===== src/rtl/stage_executor.sv =====
// stage_executor: runs each sequencer stage as a burst of read beats and answers with a one-cycle finish.
module stage_executor #(
    parameter int ADDR_W = 16,
    parameter int LEN_S1 = 64,
    parameter int LEN_S2 = 576,
    parameter int LEN_S3 = 144,
    parameter int LEN_S4 = 16,
    parameter int LEN_S5 = 10
) (
    input  logic              clk,
    input  logic              rst,
    input  logic [2:0]        state,
    input  logic              done,
    input  logic              stall,
    output logic              finish,
    output logic              rd_en,
    output logic [ADDR_W-1:0] addr,
    output logic [2:0]        cur_stage,
    output logic              busy,
    output logic              err
);
    typedef enum logic [1:0] {IDLE, RUN, FIN, HOLD} fsm_t;
    fsm_t fsm, fsm_n;
    logic [ADDR_W:0] cnt, len;
    logic [2:0] eff;
    logic go_idle, start, beat, fin_n;
    assign eff = (state > 3'd5) ? 3'd0 : state;
    assign len = (ADDR_W+1)'(cur_stage == 3'd1 ? LEN_S1 :
                             cur_stage == 3'd2 ? LEN_S2 :
                             cur_stage == 3'd3 ? LEN_S3 :
                             cur_stage == 3'd4 ? LEN_S4 : LEN_S5);
    always_comb begin
        go_idle = 1'b0;
        start = 1'b0;
        beat = 1'b0;
        fin_n = 1'b0;
        fsm_n = fsm;
        if (done) begin
            go_idle = 1'b1;
        end else begin
            case (fsm)
                IDLE: start = eff != 3'd0;
                RUN: begin
                    if (eff != cur_stage) begin
                        go_idle = eff == 3'd0;
                        start = eff != 3'd0;
                    end else if (cnt == len) begin
                        fsm_n = FIN;
                        fin_n = 1'b1;
                    end else begin
                        beat = !stall;
                    end
                end
                FIN: fsm_n = HOLD;
                HOLD: begin
                    go_idle = eff == 3'd0;
                    start = eff != 3'd0 && eff != cur_stage;
                end
            endcase
        end
        if (go_idle) fsm_n = IDLE;
        if (start) fsm_n = RUN;
    end
    // cnt reaches LEN once the last beat is out; the extra bit keeps LEN = 2^ADDR_W representable
    always_ff @(posedge clk) begin
        if (rst) begin
            fsm <= IDLE;
            cnt <= '0;
            finish <= 1'b0;
            rd_en <= 1'b0;
            addr <= '0;
            cur_stage <= 3'd0;
            busy <= 1'b0;
            err <= 1'b0;
        end else begin
            fsm <= fsm_n;
            cnt <= (go_idle || start) ? (ADDR_W+1)'(start && !stall) : cnt + (ADDR_W+1)'(beat);
            finish <= fin_n;
            rd_en <= beat || (start && !stall);
            addr <= (go_idle || start) ? '0 : beat ? cnt[ADDR_W-1:0] : addr;
            cur_stage <= go_idle ? 3'd0 : start ? eff : cur_stage;
            busy <= fsm_n == RUN || fsm_n == FIN;
            err <= err || state > 3'd5;
        end
    end
endmodule


===== config.mk =====
export PLATFORM = sky130hd
export DESIGN_NAME = stage_executor
export DESIGN_NICKNAME = d
export VERILOG_FILES = /design/src/rtl/stage_executor.sv
export SDC_FILE = /design/constraint.sdc
export NUM_CORES = 1
export LEC_CHECK = 0
export CORE_AREA = 10 10 77 79
export CTS_CLUSTER_SIZE = 8
export DETAILED_ROUTE_END_ITERATION = 10
export DIE_AREA = 0 0 87 89
export PLACE_DENSITY = 0.72
export SYNTH_ARGS = -nofsm -noshare
export SYNTH_HDL_FRONTEND = slang
export SYNTH_SLANG_ARGS = --single-unit

===== constraint.sdc =====
create_clock -name clk -period 4.4 [get_ports clk]
set_input_delay 1.32 -clock clk [delete_from_list [all_inputs] [get_ports clk]]
set_output_delay 1.32 -clock clk [all_outputs]
set_load 0.1 [all_outputs]

# --- After elaboration in Yosys (flattened, before gate mapping) ---
# Cells that the tools add are included.
totals:
  ff_bits: 42
  input_bits: 7
  out_inout_bits: 23
  word_cells: 59
op_classes:
  add_sub_neg: 1
  order_cmp: 1
  eq_ne: 11
  mux: 23
  bitwise_logic: 1
  n_reduce_logical: 13
ops:
  columns: ["cell", "n"]
  rows:
  - ["$mux 10", 2]
  - ["$add 17x1->17", 1]
  - ["$eq 17x10->1", 1]
  - ["$mux 1", 10]
  - ["$mux 2", 5]
  - ["$mux 8", 1]
  - ["$eq 2x2->1 const B", 3]
  - ["$eq 3x2->1 const B", 2]
  - ["$mux 5", 1]
  - ["$eq 2x1->1 const B", 2]
  - ["$logic_or 1x1->1", 4]
  - ["$pmux 2 s2", 1]
  - ["$reduce_or 2->1", 2]
  - ["$reduce_or 4->1", 1]
  - ["$eq 3x1->1 const B", 1]
  - ["$eq 3x3->1 const B", 1]
  - ["$gt 3x3->1 const B", 1]
  - ["$logic_not 3->1", 1]
  - ["$mux 3", 1]
  - ["$ne 3x3->1", 1]
  - ["$pmux 1 s3", 1]
  - ["$reduce_bool 3->1", 1]
  - ["$logic_and 1x1->1", 2]
  - ["$logic_not 2->1", 1]
  - ["other kinds (3)", 3]

# --- Logic depth before layout (Yosys ltp) ---
logic_depth:
  depth_word: 14
  ltp_mapped: 14
  ltp_nobuf: 11

# --- Worst setup path before layout ---
# Ideal clock, no wire load.
synth_path:
  kind: "input-to-reg"
  startpoint: "in state[2]"
  endpoint: "reg cnt[16]"
  setup_ps: 117
  arrival_time_ps: 3646
  t_required_ps: 4283
  slack_ps: 636
  stages: 14
  n_path_buf: 3
  cell_sequence: "clkbuf_1 -> nor4bb_1 -> a32oi_1 -> nand2_1 -> nand2_1 -> a211oi_1 -> buf_4 -> buf_6 -> ha_1 -> nand3_1 -> nor4_1 -> nand3_1 -> xor2_1 -> nor2_1"
synth_between:
  elab_cells_between_ends: 18
  classes_between: "add/sub (1); order compare (1); eq/ne (1); mux (10); reduce/logical (5)"
synth_lines:
  columns: ["element", "line_no", "rtl"]
  rows:
  - ["start: declaration", "12", "input logic [2:0] state,"]
  - ["$gt 3x3->1", "27", "assign eff = (state > 3'd5) ? 3'd0 : state;"]
  - ["$mux 3 *", "27", null]
  - ["$ne 3x3->1 *", "44", "if (eff != cur_stage) begin"]
  - ["$mux 1 *", "44", null]
  - ["$mux 1 *", "41", "case (fsm)"]
  - ["$mux 1 *", "38", "if (done) begin"]
  - ["net beat", "26", "logic go_idle, start, beat, fin_n;"]
  - ["$add 17x1->17 *", "77", "cnt <= (go_idle || start) ? (ADDR_W+1)'(start && !stall) : cnt + (ADDR_W+1)'(beat);"]
  - ["end signal: assignment", "77", null]
  - ["end: declaration", "24", "logic [ADDR_W:0] cnt, len;"]
# The timed path passes the listed nets; every way through them passes the cells marked *.
# A chain may end at the register's enable or synchronous reset.

# --- Worst setup path in the final report ---
layout_path:
  startpoint: "in state[1]"
  endpoint: "reg cnt[16]"
layout_between:
  elab_chain_len: 8
  elab_cells_between_ends: 18
  classes_between: "add/sub (1); order compare (1); eq/ne (1); mux (10); reduce/logical (5)"
layout_lines:
  columns: ["element", "line_no"]
  rows:
  - ["$gt 3x3->1", "27"]
  - ["$mux 3 *", "27"]
  - ["branches (longest 6 deep; another with $add 17x1->17)", null]
# Mark *: on every way between the ends.

==> out/metrics.cfg <==
[final_layout]
drive_above_1_share=0.0608
antenna_cells=0
area_growth_pct=19.6
postLayoutCoreUtil=0.559
fill_cells=404
layout.cells.non_filler=317
final_net_count=275
fin_area_um2=2540

[power_and_ir_drop]
total_leakage_power_nw=0.884
powerDensity_nw_per_um2=302
ir_drop_v=0.000187
total_power_mw=0.766

[logic_synthesis]
synth_cells=238
syn_area_um2=2120
synth_edf_count=0
synth_nets=251
synth_flop_cell=dfxtp_1
synth-seq-area-share=0.396
synth_warnings=0
avgSynthCellArea_um2=8.91
synthArstFlopShare=0
synth.distinct_cells=42
synth_seq_cells=42

[place]
placed_cells=309
dp_hpwl_mm=3.16
place.gp.congestion=0.881
place.port_buffers=29
place_ws_ns=0.327
placed_cell_area_um2=2430

[setup_path]
r2r-start=cur_stage[2]
critPathArrivalTime_ns=3.93
path_buf_inv=2
critical_path_cell_count=13
reg2reg_to=cnt[16]
crit_type=in -> reg
crit_chain=clkdlybuf4s50_1 > nor4bb_1 > a32oi_1 > nand2_1 > nand2_1 > a211oi_4 > ha_1 > nand3_1 > nor4_1 > buf_4 > nand3_1 > xor2_1 > nor2_1
critPathTopFamily=simple AND/OR/NAND/NOR gates
critPathCapture=cnt[16]
critPathRequiredTime_ns=4.58
startpoint=state[1]
crit_path_end_kind=flop
rrSetupSlack_ns=1.62
setup.worst_path.start_class=primary input
max_stage_delay_ns=0.59
path_max_fanout=8
r2r_cells=11
cpMaxStageDelayCell=clkdlybuf4s50_1

[global_route]
grt_antenna_before_repair=0
grtUsageTotal=0.116
grt_pass1_vias=1537
gr-total-overflow=0
grt_pass1_wl_mm=7.26
grt_max_degree=33

[drt]
via_per_inst=5.19
first_pass_iters=4
drc=0
ant_nets=0
wirelength_mm=4.34
wl_per_cell_um=13.7
drt-initial-drc-count=130
num_vias=1645

[timing]
finalMaxSlewViolations=0
fin_hold_ws_ns=0.487
finalSetupTns_ns=0
period_share=0.853
finalSetupViolations=0
skew_ns=0.00938
hold_violations=0
maxSlewHeadroom=0.349
fin_crit_ns=3.75
clock.fmax_mhz=266
rsz0062_at_grt=no
worst_pin_slew_ns=0.974
worst_slack_ns=0.645

[clock_tree]
clock_path_buffers=2
clock_sinks=42
htree_num_levels=2
worstSkewPairLatency_ns=0.29
post_cts_resized=0
cts.clk_slew.worst_paths_ns=0.08
cts_tree=built
hold_buffers=0
cts_buffers=5
postCtsSetupBuffers=0
root_buffer=clkbuf_8

[floorplanning]
initial_utilization=0.468
core_um2=4540
die_y_um=89
die-area_um2=7740
die_w_um=87
fp-row-count=25
pin_count=30

[flow_run]
timing.max_cap.violations=0

[hold_path]
hp-class=reg -> reg

[outcome]
outcome=finished, final reports clean

-- layout by cell type (no fill, tap or decap), drive strengths merged, types with 3 or more instances in the layout --
cell	n
a21boi	3
inv	6
mux2i	19
a21oi	6
nor3	5
o211ai	4
nand2	14
and3	4
nand3	9
xor2	9
ha	6
nor2b	7
clkbuf	6
clkdlybuf4s50	29
buf	3
nor2	43
xnor2	12
dfxtp	42
nor4	3
-- registers in the layout, indices dropped and copies added (netlist names) --
name	count
cnt	17
addr	16
cur_stage	3
fsm	2
busy	1
err	1
finish	1
rd_en	1
-- logic make-up (layout without fill, tap and decap cells) --
family	Yosys count	in the layout	synth area share
simple gates	101	101	0.232
flops	42	42	0.396
mux	20	20	0.0950
xor+xnor	21	21	0.0867
buf+inv	21	46	0.0513
compound gates	27	27	0.103
fa+ha+maj	6	6	0.0354
-- Yosys cell counts, types with 3 or more instances --
| master | count | area share |
|---|---|---|
| nand2_1 | 14 | 0.025 |
| buf_2 | 3 | 0.0071 |
| clkbuf_1 | 7 | 0.012 |
| nor2b_1 | 7 | 0.021 |
| inv_1 | 6 | 0.011 |
| xnor2_1 | 12 | 0.050 |
| and3_1 | 4 | 0.012 |
| buf_4 | 3 | 0.011 |
| o211ai_1 | 4 | 0.014 |
| xor2_1 | 9 | 0.037 |
| nand3_1 | 9 | 0.021 |
| ha_1 | 6 | 0.035 |
| nor2_1 | 43 | 0.076 |
| mux2i_1 | 19 | 0.090 |
| nor4_1 | 3 | 0.0089 |
| dfxtp_1 | 42 | 0.40 |
| a21oi_1 | 6 | 0.014 |
| nor3_1 | 5 | 0.012 |
| a21boi_0 | 3 | 0.011 |
-- power by group --
part           internal, mW  switching [mW]  total [mW]
combinational        0.0274          0.0488      0.0763
clock                 0.169           0.134       0.303
sequential            0.383         0.00385       0.387
-- cell type report --
class                   instances  area [um^2]  share of cell area
multi-input cells             175         1180               0.466
flip-flops and latches         42          841               0.331
repair buffers                 32          313               0.123
clock buffers                   6         72.6              0.0286
well taps                      54         67.6              0.0266
clock inverters                 2         37.5              0.0148
inverters                       6         22.5             0.00888
-- layer usage --
layer / up-vias / track usage / share of wire
met2: 26 / 0.179 / 0.46
met5: - / 0 / 0
li1: 860 / - / -
met4: 0 / 0.0486 / 0.0078
met1: 754 / 0.148 / 0.48
met3: 5 / 0.0319 / 0.051
-- tightest hold or removal path: cells and delay by family (launching register included) --
family,cells,cell delay [ns]
DFF,1,0.34
AOI/OAI and AO/OA,1,0.04
and+or+nand+nor,1,0.07
-- worst min-delay path by stage --
| stage | start | to | slack [ns] | cells after the start |
|---|---|---|---|---|
| 6_report | err | err | 0.49 | 2 |
| 5_1_grt | addr[9] | addr[9] | 0.52 | 2 |
| 4_1_cts | err | err | 0.49 | 2 |
| 3_5_place_dp | err | err | 0.47 | 2 |
| 3_3_place_gp | err | err | 0.46 | 2 |
| 2_1_floorplan | cnt[16] | cnt[16] | 0.48 | 2 |
Note: power is estimated with default switching activity, not from simulation.
